$ cat config.mk
export PLATFORM = sky130hd
export DESIGN_NAME = control_unit_flat
export DESIGN_NICKNAME = d
export VERILOG_FILES = /design/src/rtl/control_unit_if.sv /design/src/rtl/control_unit.sv /design/src/flat_wrapper.sv
export SDC_FILE = /design/constraint.sdc
export NUM_CORES = 1
export LEC_CHECK = 0
export CAP_MARGIN = 20
export CELL_PAD_IN_SITES_DETAIL_PLACEMENT = 2
export CELL_PAD_IN_SITES_GLOBAL_PLACEMENT = 2
export CORE_MARGIN = 2
export CORE_UTILIZATION = 21
export DETAILED_ROUTE_END_ITERATION = 16
export PLACE_DENSITY = 0.84
export SLEW_MARGIN = 15
export SYNTH_ARGS = -nofsm -noshare
export SYNTH_HDL_FRONTEND = slang
export SYNTH_SLANG_ARGS = --single-unit
$ cat constraint.sdc
create_clock -name Clock -period 3.14 [get_ports Clock]
set_input_delay 0.628 -clock Clock [delete_from_list [all_inputs] [get_ports Clock]]
set_output_delay 0.628 -clock Clock [all_outputs]
set_load 0.02 [all_outputs]
$ cat src/rtl/control_unit_if.sv
// Control-unit <-> datapath/memory bundle for the 16-bit multicycle CPU.
// Handshake: MemRead/MemWrite are requests held, together with their address controls, until MemReady=1 completes them.
interface control_unit_if;
    logic [15:0] Instruction;
    logic        MemReady;
    logic        Zero;
    logic [2:0]  RS;
    logic [2:0]  RT;
    logic [2:0]  RD;
    logic        RegWrite;
    logic        MemRead;
    logic        MemWrite;
    logic        IRWrite;
    logic        PCWrite;
    logic [1:0]  PCSrc;
    logic [2:0]  ALUOp;
    logic        ALUSrc;
    logic        MemToReg;
    logic [15:0] Imm;
    logic [11:0] JumpTarget;
    logic        IllegalOp;

    modport master (
        input  Instruction, MemReady, Zero,
        output RS, RT, RD, RegWrite, MemRead, MemWrite, IRWrite, PCWrite,
               PCSrc, ALUOp, ALUSrc, MemToReg, Imm, JumpTarget, IllegalOp
    );

    modport slave (
        output Instruction, MemReady, Zero,
        input  RS, RT, RD, RegWrite, MemRead, MemWrite, IRWrite, PCWrite,
               PCSrc, ALUOp, ALUSrc, MemToReg, Imm, JumpTarget, IllegalOp
    );
endinterface

$ cat src/rtl/control_unit.sv
// Multicycle control FSM: latches each fetched instruction and sequences
// fetch / decode / execute / memory / writeback for the 16-bit CPU.
module control_unit (
    input  logic                  Clock,
    input  logic                  Reset,
    control_unit_if.master        bus,
    output logic [3:0]            dbg_state
);
    typedef enum logic [3:0] {
        S_IDLE   = 4'd0,
        S_FETCH  = 4'd1,
        S_DECODE = 4'd2,
        S_EXEC_R = 4'd3,
        S_EXEC_I = 4'd4,
        S_ADDR   = 4'd5,
        S_MEM_RD = 4'd6,
        S_MEM_WR = 4'd7,
        S_WB_ALU = 4'd8,
        S_WB_MEM = 4'd9,
        S_BRANCH = 4'd10,
        S_JUMP   = 4'd11
    } state_t;

    localparam logic [3:0] OP_RTYPE = 4'd0;
    localparam logic [3:0] OP_ADDI  = 4'd1;
    localparam logic [3:0] OP_LW    = 4'd2;
    localparam logic [3:0] OP_SW    = 4'd3;
    localparam logic [3:0] OP_BEQ   = 4'd4;
    localparam logic [3:0] OP_J     = 4'd5;

    localparam logic [2:0] ALU_ADD = 3'b000;
    localparam logic [2:0] ALU_SUB = 3'b001;

    state_t      state_q, state_d;
    logic [15:0] ir_q, ir_d;

    logic [3:0]  opcode;
    logic [2:0]  funct;
    logic        mem_read, mem_write, ir_write, pc_write;
    logic        reg_write, mem_to_reg, alu_src, illegal_op;
    logic [1:0]  pc_src;
    logic [2:0]  alu_op;

    assign opcode = ir_q[15:12];
    assign funct  = ir_q[2:0];

    always_ff @(posedge Clock) begin
        if (Reset) begin
            state_q <= S_IDLE;
            ir_q    <= 16'h0000;
        end else begin
            state_q <= state_d;
            ir_q    <= ir_d;
        end
    end

    always_comb begin
        state_d    = state_q;
        ir_d       = ir_q;
        mem_read   = 1'b0;
        mem_write  = 1'b0;
        ir_write   = 1'b0;
        pc_write   = 1'b0;
        pc_src     = 2'b00;
        alu_op     = ALU_ADD;
        alu_src    = 1'b0;
        reg_write  = 1'b0;
        mem_to_reg = 1'b0;
        illegal_op = 1'b0;
        case (state_q)
            S_IDLE: state_d = S_FETCH;
            S_FETCH: begin
                mem_read = 1'b1;
                if (bus.MemReady) begin
                    ir_write = 1'b1;
                    pc_write = 1'b1;
                    ir_d     = bus.Instruction;
                    state_d  = S_DECODE;
                end
            end
            S_DECODE: begin
                case (opcode)
                    OP_RTYPE:      state_d = S_EXEC_R;
                    OP_ADDI:       state_d = S_EXEC_I;
                    OP_LW, OP_SW:  state_d = S_ADDR;
                    OP_BEQ:        state_d = S_BRANCH;
                    OP_J:          state_d = S_JUMP;
                    default: begin
                        illegal_op = 1'b1;
                        state_d    = S_FETCH;
                    end
                endcase
            end
            S_EXEC_R: begin
                alu_op  = funct;
                state_d = S_WB_ALU;
            end
            S_EXEC_I: begin
                alu_src = 1'b1;
                state_d = S_WB_ALU;
            end
            S_ADDR: begin
                alu_src = 1'b1;
                state_d = (opcode == OP_LW) ? S_MEM_RD : S_MEM_WR;
            end
            // ALU operand select and op stay at their execute values so the
            // memory address and writeback result remain stable.
            S_MEM_RD: begin
                mem_read = 1'b1;
                alu_src  = 1'b1;
                if (bus.MemReady) state_d = S_WB_MEM;
            end
            S_MEM_WR: begin
                mem_write = 1'b1;
                alu_src   = 1'b1;
                if (bus.MemReady) state_d = S_FETCH;
            end
            S_WB_ALU: begin
                reg_write = 1'b1;
                if (opcode == OP_RTYPE) alu_op = funct;
                else                    alu_src = 1'b1;
                state_d = S_FETCH;
            end
            S_WB_MEM: begin
                reg_write  = 1'b1;
                mem_to_reg = 1'b1;
                alu_src    = 1'b1;
                state_d    = S_FETCH;
            end
            S_BRANCH: begin
                alu_op = ALU_SUB;
                if (bus.Zero) begin
                    pc_write = 1'b1;
                    pc_src   = 2'b01;
                end
                state_d = S_FETCH;
            end
            S_JUMP: begin
                pc_write = 1'b1;
                pc_src   = 2'b10;
                state_d  = S_FETCH;
            end
            default: state_d = S_IDLE;
        endcase
    end

    assign bus.MemRead    = mem_read;
    assign bus.MemWrite   = mem_write;
    assign bus.IRWrite    = ir_write;
    assign bus.PCWrite    = pc_write;
    assign bus.PCSrc      = pc_src;
    assign bus.ALUOp      = alu_op;
    assign bus.ALUSrc     = alu_src;
    assign bus.RegWrite   = reg_write;
    assign bus.MemToReg   = mem_to_reg;
    assign bus.IllegalOp  = illegal_op;

    assign bus.RS         = ir_q[11:9];
    assign bus.RT         = ir_q[8:6];
    assign bus.RD         = (opcode == OP_RTYPE) ? ir_q[5:3] :
                            ((opcode == OP_ADDI) || (opcode == OP_LW)) ? ir_q[8:6] : 3'd0;
    assign bus.Imm        = {{10{ir_q[5]}}, ir_q[5:0]};
    assign bus.JumpTarget = ir_q[11:0];

    assign dbg_state      = state_q;
endmodule
$ cat src/flat_wrapper.sv
// flat-port wrapper written by rule: the top's interface ports become plain ports
module control_unit_flat 
  (Clock, Reset, dbg_state, bus_Instruction, bus_MemReady, bus_Zero, bus_RS, bus_RT, bus_RD, bus_RegWrite, bus_MemRead, bus_MemWrite, bus_IRWrite, bus_PCWrite, bus_PCSrc, bus_ALUOp, bus_ALUSrc, bus_MemToReg, bus_Imm, bus_JumpTarget, bus_IllegalOp);
  control_unit_if bus_i ();
  input  logic Clock;
  input  logic Reset;
  output logic [3:0] dbg_state;
  input wire logic [$bits(bus_i.Instruction)-1:0] bus_Instruction;
  input wire logic [$bits(bus_i.MemReady)-1:0] bus_MemReady;
  input wire logic [$bits(bus_i.Zero)-1:0] bus_Zero;
  output wire logic [$bits(bus_i.RS)-1:0] bus_RS;
  output wire logic [$bits(bus_i.RT)-1:0] bus_RT;
  output wire logic [$bits(bus_i.RD)-1:0] bus_RD;
  output wire logic [$bits(bus_i.RegWrite)-1:0] bus_RegWrite;
  output wire logic [$bits(bus_i.MemRead)-1:0] bus_MemRead;
  output wire logic [$bits(bus_i.MemWrite)-1:0] bus_MemWrite;
  output wire logic [$bits(bus_i.IRWrite)-1:0] bus_IRWrite;
  output wire logic [$bits(bus_i.PCWrite)-1:0] bus_PCWrite;
  output wire logic [$bits(bus_i.PCSrc)-1:0] bus_PCSrc;
  output wire logic [$bits(bus_i.ALUOp)-1:0] bus_ALUOp;
  output wire logic [$bits(bus_i.ALUSrc)-1:0] bus_ALUSrc;
  output wire logic [$bits(bus_i.MemToReg)-1:0] bus_MemToReg;
  output wire logic [$bits(bus_i.Imm)-1:0] bus_Imm;
  output wire logic [$bits(bus_i.JumpTarget)-1:0] bus_JumpTarget;
  output wire logic [$bits(bus_i.IllegalOp)-1:0] bus_IllegalOp;
  assign bus_i.Instruction = bus_Instruction;
  assign bus_i.MemReady = bus_MemReady;
  assign bus_i.Zero = bus_Zero;
  assign bus_RS = bus_i.RS;
  assign bus_RT = bus_i.RT;
  assign bus_RD = bus_i.RD;
  assign bus_RegWrite = bus_i.RegWrite;
  assign bus_MemRead = bus_i.MemRead;
  assign bus_MemWrite = bus_i.MemWrite;
  assign bus_IRWrite = bus_i.IRWrite;
  assign bus_PCWrite = bus_i.PCWrite;
  assign bus_PCSrc = bus_i.PCSrc;
  assign bus_ALUOp = bus_i.ALUOp;
  assign bus_ALUSrc = bus_i.ALUSrc;
  assign bus_MemToReg = bus_i.MemToReg;
  assign bus_Imm = bus_i.Imm;
  assign bus_JumpTarget = bus_i.JumpTarget;
  assign bus_IllegalOp = bus_i.IllegalOp;
  control_unit u_core (.Clock(Clock), .Reset(Reset), .bus(bus_i), .dbg_state(dbg_state));
endmodule
Yosys cells after proc, flatten, opt, wreduce, memory -nomap -nowiden
Index checks and enable logic that the tools add are counted.
- register bits: 20
- input bits: 20
- eq/ne operators: 19
- mux-type cells: 24
- reduce and logical (&&, ||, !) cells: 12
- operators by type and width (operator ; number):
    4-bit one-hot mux with 7 select lines ; 1
    4-bit by 3-bit equality test with 1-bit output, second input constant ; 6
    4-bit one-hot mux with 5 select lines ; 1
    4-bit by 2-bit equality test with 1-bit output, second input constant ; 4
    4-bit equality test, second input constant ; 4
    1-bit 2-to-1 mux ; 12
    4-bit 2-to-1 mux ; 3
    5-bit OR reduction ; 2
    3-bit 2-to-1 mux ; 3
    3-bit one-hot mux with 3 select lines ; 1
    4-bit by 1-bit equality test with 1-bit output, second input constant ; 2
    4-bit zero test ; 2
    2-bit OR reduction ; 4
    2-bit != test, second input constant ; 3
    6-bit OR reduction ; 1
    2-bit one-hot mux with 2 select lines ; 1
    1-bit one-hot mux with 3 select lines ; 1
    3-bit AND reduction ; 1
    1-bit one-hot mux with 2 select lines ; 1
    2-bit AND reduction ; 1
    1-bit logical OR ; 1

Logic depth before layout (Yosys ltp)
Gate-level depths: netlist of run 1.
- word-level depth: 4
- depth in mapped cells: 7
- mapped depth without buffers: 5

Worst setup path before layout of run 1
OpenSTA, ideal clock, no wires.
- kind: reg-to-output
- start: reg u_core.ir_q[15]
- end: out bus_ALUOp[1]
- arrival time: 1.583 ns
- required time: 2.512 ns
- setup slack: 0.929 ns
- stages on the path, launching flop included: 6
- path buffers: 1
- cells stage by stage: dfxtp_1 buf_6 or4_4 o32a_1 nor2_1 and2_1
- word-level cells in the longest chain between the ends: 3
- ends and longest elaborated chain (what ; line ; RTL):
    start: declaration ; control_unit.sv:35 ; logic [15:0] ir_q, ir_d;
    start signal: assignment ; control_unit.sv:53 ; ir_q <= ir_d;
    4-bit zero test ; control_unit.sv:120 ; if (opcode == OP_RTYPE) alu_op = funct;
    3-bit 2-to-1 mux ; control_unit.sv:120 ;
    3-bit one-hot mux with 3 select lines ; control_unit.sv:70 ; case (state_q)
    end: declaration ; flat_wrapper.sv:20 ; output wire logic [$bits(bus_i.ALUOp)-1:0] bus_ALUOp;
No other way between the ends.

Worst setup path in the final report of run 1
- start: reg u_core.ir_q[12]
- end: out bus_ALUOp[1]
The elaborated chain is that of the path after synthesis.

==> results of run 1 <==
-- power groups by stage --
| stage | clock (mW) | sequential (mW) | combinational (mW) |
|---|---|---|---|
| 2_1_floorplan | 0 | 0.312 | 0.272 |
| 3_3_place_gp | 0 | 0.331 | 0.388 |
| 3_5_place_dp | 0 | 0.333 | 0.393 |
| 4_1_cts | 0.271 | 0.327 | 0.396 |
| 5_1_grt | 0.276 | 0.336 | 0.425 |
| 6_report | 0.261 | 0.327 | 0.391 |
-- cell usage after synthesis (2+ instances only) --
master	n
or3_1	2
inv_1	3
nand3_1	2
o21ai_0	3
a31oi_1	2
buf_4	35
nand2b_1	3
dfxtp_1	20
clkbuf_1	6
nor3_1	6
a22oi_1	3
o32a_1	2
nor2_1	12
a21oi_1	21
and2_1	2
nor2b_1	3
nand2_1	36
nand3b_1	2
xor2_1	3
buf_2	3
-- worst min-delay path, stage by stage (launching register included) --
cell and delay, ns:
dfxtp_1 0.33, nand2_1 0.06, a21oi_1 0.05
-- final cells by class --
cell class	instances	area, µm²	share of cell area
inverters	4	15.0	0.00764
well taps	77	96.3	0.0490
flip-flops and latches	20	400	0.204
repair buffers	80	783	0.398
clock buffers	3	41.3	0.0210
multi-input cells	114	599	0.305
clock inverters	1	30.0	0.0153
-- worst min-delay path by stage --
| stage | end |
|---|---|
| 2_1_floorplan | u_core.ir_q[10]$_SDFFE_PP0P_ |
| 3_3_place_gp | u_core.ir_q[9]$_SDFFE_PP0P_ |
| 3_5_place_dp | u_core.ir_q[9]$_SDFFE_PP0P_ |
| 4_1_cts | u_core.ir_q[9]$_SDFFE_PP0P_ |
| 5_1_grt | u_core.ir_q[2]$_SDFFE_PP0P_ |
| 6_report | u_core.ir_q[9]$_SDFFE_PP0P_ |
-- logic make-up after synthesis --
family                    Yosys count  synth area share
buffers and inverters              50             0.249
and+or+nand+nor                    72             0.253
DFF                                20             0.301
xor gates and xnor gates            3            0.0197
AOI/OAI and AO/OA                  39             0.178
-- layer usage --
metal | vias up | part of all wire
met3 | 2 | 0.067
met2 | 41 | 0.49
met1 | 663 | 0.44
li1 | 657 | -
met5 | - | 0
met4 | 0 | 0.0036
-- through the flow --
step	hold WS [ns]	area [µm²]	total power, mW	util
finish	0.480	1970	0.979	0.315
global route	0.512	1970	1.04	0.315
CTS	0.486	1970	0.995	0.315
detailed placement	0.475	1890	0.727	0.304
global placement	0.459	1890	0.719	0.304
floorplan	0.450	1330	0.584	-
-- sequential cells by signal, indices dropped and copies added (netlist names) --
name              cells
u_core.ir_q          16
u_core.dbg_state      4
-- layout by cell type, fill, tap and decap left out, types with 2 or more instances in the layout --
cell type,instances
dfxtp_1,20
clkdlybuf4s50_1,73
a21oi_1,21
a31oi_1,2
o21ai_0,3
and2_1,2
buf_4,7
nor2b_1,3
a22oi_1,3
nor2_1,12
nand3_1,2
nand2b_1,3
o32a_1,2
xor2_1,3
nor3_1,6
inv_1,3
or3_1,2
clkbuf_8,3
nand3b_1,2
nand2_1,36
==> impl_summary.log, run 1 <==
INFO  metric worstHoldPathType = reg2reg
INFO  metric postSynthAreaPerCell = 7.24 µm²
INFO  metric slew_headroom = 0.687
INFO  metric yosysUniqueCellTypes = 35
INFO  metric grt_util_met2 = 0.217
INFO  metric crit_path_start = u_core.ir_q[12]$_SDFFE_PP0P_
INFO  metric cts_tree = built
INFO  metric sequentialPowerShare = 0.333
INFO  metric clk_root_buffer_cell = clkbuf_8
INFO  metric yosys_most_used_dff = dfxtp_1
INFO  metric cts-htree-levels = 1
INFO  metric worst_setup_hold_path_clk_slew = 0.08 ns
INFO  metric cell_pwr_density = 498 mW/mm²
INFO  metric clock-sinks = 20
INFO  metric design.core.area = 0.00624 mm²
INFO  metric crit_path_capture = bus_ALUOp[1]
INFO  metric worst_setup_path_start_kind = flip-flop
INFO  metric register_area_share_after_synthesis = 0.301
INFO  metric place_congestion = 0.843
INFO  metric cp_data_required_time = 2.51 ns
INFO  metric design.portCount = 74
INFO  metric grt_use_met3 = 0.0356
INFO  metric global_route.overflow_total = 0
INFO  metric postCtsSetupBuffers = 0
INFO  metric route.detailed.wl_per_inst = 14.8 µm
INFO  metric number_of_antenna_violations_at_the_first_check_in_global_routing = 0
INFO  metric drtPass1Iterations = 4
INFO  metric cap_viol_max_count = 0
INFO  metric p_switching = 0.343 mW
INFO  metric post_synth_edffs = 0
INFO  metric crit_type = reg2out
INFO  metric post-place-cells = 295
INFO  metric post-route-drc-count = 0
INFO  metric cells_taking_the_most_area_after_synthesis = dfxtp_1, buf_4, nand2_1
INFO  metric switching_share = 0.350
INFO  metric finalSetupViolations = 0
INFO  metric post_cts.resized_instances = 0
INFO  metric global_route_met1_usage = 0.163
INFO  metric post_syn_nets = 204
INFO  metric yosys.area.top_type_share = 0.301
INFO  metric regToRegEndpoint = u_core.ir_q[7]$_SDFFE_PP0P_
INFO  metric timing.critical_path.arrival = 2.38 ns
INFO  metric hold_depth = 2
INFO  metric post_synthesis_async_set_or_reset_flop_share = 0
INFO  metric finalNonFillerCells = 299
INFO  metric worst-r2r-cell-count = 7
INFO  metric cts-root-to-sink-buffers = 2
INFO  metric rsz0062_at_grt = false
INFO  metric synth_seq_cells = 20
INFO  metric reg2reg_setup_slack = 1.43 ns
INFO  metric die-area = 0.00699 mm²
INFO  metric antenna_cells_inserted = 0
INFO  metric num_vias = 1363
INFO  metric fin_nets = 243
INFO  metric grt.busiest_layer = met2
INFO  metric postLayoutSetupSlackWorst = 0.130 ns
INFO  metric yosys.area.top_type = dfxtp_1
INFO  metric worstMarginPinSlew = 0.468 ns
INFO  metric cp-end-kind = output port
INFO  metric grt_pass1_wl = 7240 µm
INFO  metric run_status = completed
INFO  metric grt_start_max_net_pins = 19
INFO  metric p_comb_frac = 0.400
INFO  metric area_delta_synth_final = 47.7%
INFO  metric min_from = u_core.ir_q[9]$_SDFFE_PP0P_
INFO  metric period_share = 0.959
INFO  metric max_freq = 0.332 GHz
INFO  metric start_util = 0.213
INFO  metric gr-usage-all-layers = 0.127
INFO  metric synthesis.area = 0.00133 mm²
INFO  metric detail_route.iter0.violations = 62
INFO  metric timing.critical_path.slowest_cell_delay = 0.59 ns
INFO  metric layout-drive-gt1-share = 0.0586
INFO  metric hpwlAfterDp = 3290 µm
INFO  metric chipHeight = 83.6 µm
INFO  metric ys_warn_count = 0
INFO  metric vias_in_the_first_global_route = 1422
INFO  metric critical_path.n_buffers_inverters = 1
INFO  metric cts.hold.buffers_added = 0
INFO  metric worstPathMaxFanout = 7
INFO  metric period_minus_slack = 3.01 ns
INFO  metric cp_num_cells = 5
INFO  metric setup_total_negative_slack = 0 ns
INFO  metric postRouteWirelength = 4420 µm
INFO  metric clock_power_share = 0.267
INFO  metric worstSkewPairLatency = 0.26 ns
INFO  metric portBuffers = 73
INFO  metric cp_cell_sequence = or4_4 > o32a_1 > nor2_1 > and2_1 > clkdlybuf4s50_1
INFO  metric finalClockSkew = 0.000855 ns
INFO  metric cts_inserted_buffers = 3
INFO  metric internal_dissipation = 0.636 mW
INFO  metric dp_worst_setup_slack = 0.228 ns
INFO  metric avgViaCountPerCell = 4.56
INFO  metric finalHoldViolCount = 0
INFO  metric timing.final.max_slew_violations = 0
INFO  metric die-width = 83.6 µm
INFO  metric path_delay_family = simple AND/OR/NAND/NOR gates
INFO  metric fill_cells = 751
INFO  metric r2r_start = u_core.dbg_state[0]$_SDFFE_PP0P_
INFO  metric critical-path-slowest-cell = clkdlybuf4s50_1
INFO  metric row_count = 29
INFO  metric postRouteAntennaNets = 0
INFO  metric power.ir.vdd_worst = 0.000188 V
INFO  metric static-leakage-power = 0.692 nW
INFO  metric post_synth_inst_count = 184
(Power assumes the default switching activity.)
==> run 2, diff against run 1 <==
--- a/config.mk
+++ b/config.mk
@@ -9,9 +9,9 @@
 export CELL_PAD_IN_SITES_DETAIL_PLACEMENT = 2
 export CELL_PAD_IN_SITES_GLOBAL_PLACEMENT = 2
 export CORE_MARGIN = 2
-export CORE_UTILIZATION = 21
+export CORE_UTILIZATION = 19
 export DETAILED_ROUTE_END_ITERATION = 16
-export PLACE_DENSITY = 0.84
+export PLACE_DENSITY = 0.77
 export SLEW_MARGIN = 15
 export SYNTH_ARGS = -nofsm -noshare
 export SYNTH_HDL_FRONTEND = slang
==> constraint.sdc (replaced) <==
create_clock -name Clock -period 3.1 [get_ports Clock]
set_input_delay 0.62 -clock Clock [delete_from_list [all_inputs] [get_ports Clock]]
set_output_delay 0.62 -clock Clock [all_outputs]
set_load 0.02 [all_outputs]
==> run 2 against run 1 <==
Effect of this change: global-route usage decreased by 1.2 points; cell area is 1.3% higher; largest cell class unchanged; non-clock buffer count unchanged; highest routed layer unchanged.
==> impl_summary.log, run 2 (synthesized netlist as in run 1, its figures left out) <==
INFO  metric reg2reg_setup_slack = 1.49 ns
INFO  metric multi_input_area = 599 µm²
INFO  metric worstPathMaxFanout = 7
INFO  metric num_vias = 1312
INFO  metric cts_tree = built
INFO  metric design.core.area = 0.00679 mm²
INFO  metric timing.critical_path.arrival = 2.38 ns
INFO  metric die-area = 0.00769 mm²
INFO  metric critical-path-slowest-cell = clkdlybuf4s50_1
INFO  metric rsz0062_at_grt = false
INFO  metric postRouteWirelength = 4330 µm
INFO  metric grt_pass1_wl = 6960 µm
INFO  metric number_of_antenna_violations_at_the_first_check_in_global_routing = 0
INFO  metric worst_setup_path_start_kind = flip-flop
INFO  metric largest_register_ff_count = 16
INFO  metric portBuffers = 73
INFO  metric power.total = 0.989 mW
INFO  metric avgViaCountPerCell = 4.13
INFO  metric timing.final.max_slew_violations = 0
INFO  metric detail_route.iter0.violations = 40
INFO  metric finalSetupViolations = 0
INFO  metric fin_nets = 243
INFO  metric period_share = 0.968
INFO  metric clock-sinks = 20
INFO  metric cts-htree-levels = 1
INFO  metric cp_cell_sequence = or4_4 > o32a_1 > nor2_1 > and2_1 > clkdlybuf4s50_1
INFO  metric area.sequential = 400 µm²
INFO  metric start_util = 0.196
INFO  metric registers.top_by_ff_count = u_core.ir_q
INFO  metric setup_total_negative_slack = 0 ns
INFO  metric grt_start_max_net_pins = 22
INFO  metric postLayoutSetupSlackWorst = 0.101 ns
INFO  metric fill_cells = 806
INFO  metric area_delta_synth_final = 49.6%
INFO  metric cts-root-to-sink-buffers = 2
INFO  metric place_congestion = 0.787
INFO  metric period_minus_slack = 3.00 ns
INFO  metric cell_pwr_density = 497 mW/mm²
INFO  metric hpwlAfterDp = 3260 µm
INFO  metric vias_in_the_first_global_route = 1346
INFO  metric worstSkewPairLatency = 0.26 ns
INFO  metric static-leakage-power = 0.711 nW
INFO  metric cp_data_required_time = 2.48 ns
INFO  metric timing.critical_path.slowest_cell_delay = 0.60 ns
INFO  metric post-route-drc-count = 0
INFO  metric postRouteAntennaNets = 0
INFO  metric row_count = 30
INFO  metric finalHoldViolCount = 0
INFO  metric drtPass1Iterations = 3
INFO  metric cts_inserted_buffers = 3
INFO  metric global_route.overflow_total = 0
INFO  metric power.ir.vdd_worst = 0.000182 V
INFO  metric route.detailed.wl_per_inst = 13.6 µm
INFO  metric crit_type = reg2out
INFO  metric final_cell_mix = clkdlybuf4s50_1, nand2_1, a21oi_1
INFO  metric path_delay_family = simple AND/OR/NAND/NOR gates
INFO  metric run_status = completed
INFO  metric dp_worst_setup_slack = 0.249 ns
INFO  metric worstMarginPinSlew = 0.472 ns
INFO  metric layout-drive-gt1-share = 0.0586
INFO  metric cp-end-kind = output port
INFO  metric utilization = 0.293
INFO  metric antenna_cells_inserted = 0
INFO  metric slew_headroom = 0.685
INFO  metric critical_path.n_buffers_inverters = 1
INFO  metric worst_setup_hold_path_clk_slew = 0.08 ns
INFO  metric finalClockSkew = 0.000794 ns
INFO  metric postCtsSetupBuffers = 0
INFO  metric design.portCount = 74
INFO  metric worstHoldPathType = reg2reg
INFO  metric chipHeight = 87.7 µm
INFO  metric max_freq = 0.333 GHz
INFO  metric gr-usage-all-layers = 0.115
INFO  metric die-width = 87.7 µm
INFO  metric clk_root_buffer_cell = clkbuf_8
INFO  metric cap_viol_max_count = 0
INFO  metric leading_cell_type_in_the_layout_fill_and_taps_excluded = clkdlybuf4s50_1
-- run 2: cell count changes in the layout (fill, tap and decap cells not counted) --
cell,before,now
dlymetal6s2s_1,0,1
clkdlybuf4s50_1,73,72
-- run 2: path summary, 6_finish.rpt --
check                                    from                                to  cells after the start
max              u_core.ir_q[12]$_SDFFE_PP0P_                      bus_ALUOp[1]                      5
min               u_core.ir_q[9]$_SDFFE_PP0P_       u_core.ir_q[9]$_SDFFE_PP0P_                      2
max reg2reg  u_core.dbg_state[2]$_SDFFE_PP0P_  u_core.dbg_state[0]$_SDFFE_PP0P_                      5
min reg2reg       u_core.ir_q[9]$_SDFFE_PP0P_       u_core.ir_q[9]$_SDFFE_PP0P_                      2
-- run 2: stage by stage --
stage	cell area, µm²	hold WS, ns	std cells
3_5_place_dp	1920	0.475	314
3_3_place_gp	1920	0.463	314
5_1_grt	1990	0.518	318
4_1_cts	1990	0.490	318
6_report	1990	0.485	318
2_1_floorplan	1330	0.450	184
-- run 2: power by group --
part / switching (mW) / leakage (nW) / internal, mW
combinational: 0.210 / 0.512 / 0.188
sequential: 0.0420 / 0.163 / 0.283
clock: 0.0932 / 0.0357 / 0.173
-- run 2: worst min-delay path: cells and delay by family (launching register included) --
family	cells	cell delay (ns)
AOI/OAI and AO/OA	1	0.05
DFF	1	0.33
and+or+nand+nor	1	0.06
-- run 2: repair_timing --
| action | 4_1_cts | 5_1_grt |
|---|---|---|
| endpoints found under the setup margin | 0 | 1 |
| hold buffers | 0 | 0 |
| resized for setup | 0 | 1 |
-- run 2: area by class of cell --
cell class / count / area share
flip-flops and latches: 20 / 0.201
well taps: 96 / 0.0603
clock buffers: 3 / 0.0207
repair buffers: 80 / 0.394
multi-input cells: 114 / 0.301
inverters: 4 / 0.00754
clock inverters: 1 / 0.0151
-- run 2: metal layers --
metal  up-vias  routed length (µm)  global-route usage
met4         0                  38              0.0294
met3         4                 202              0.0292
met5         -                   0                   0
met2        29                2130               0.197
li1        658                   -                   -
met1       621                1960               0.144
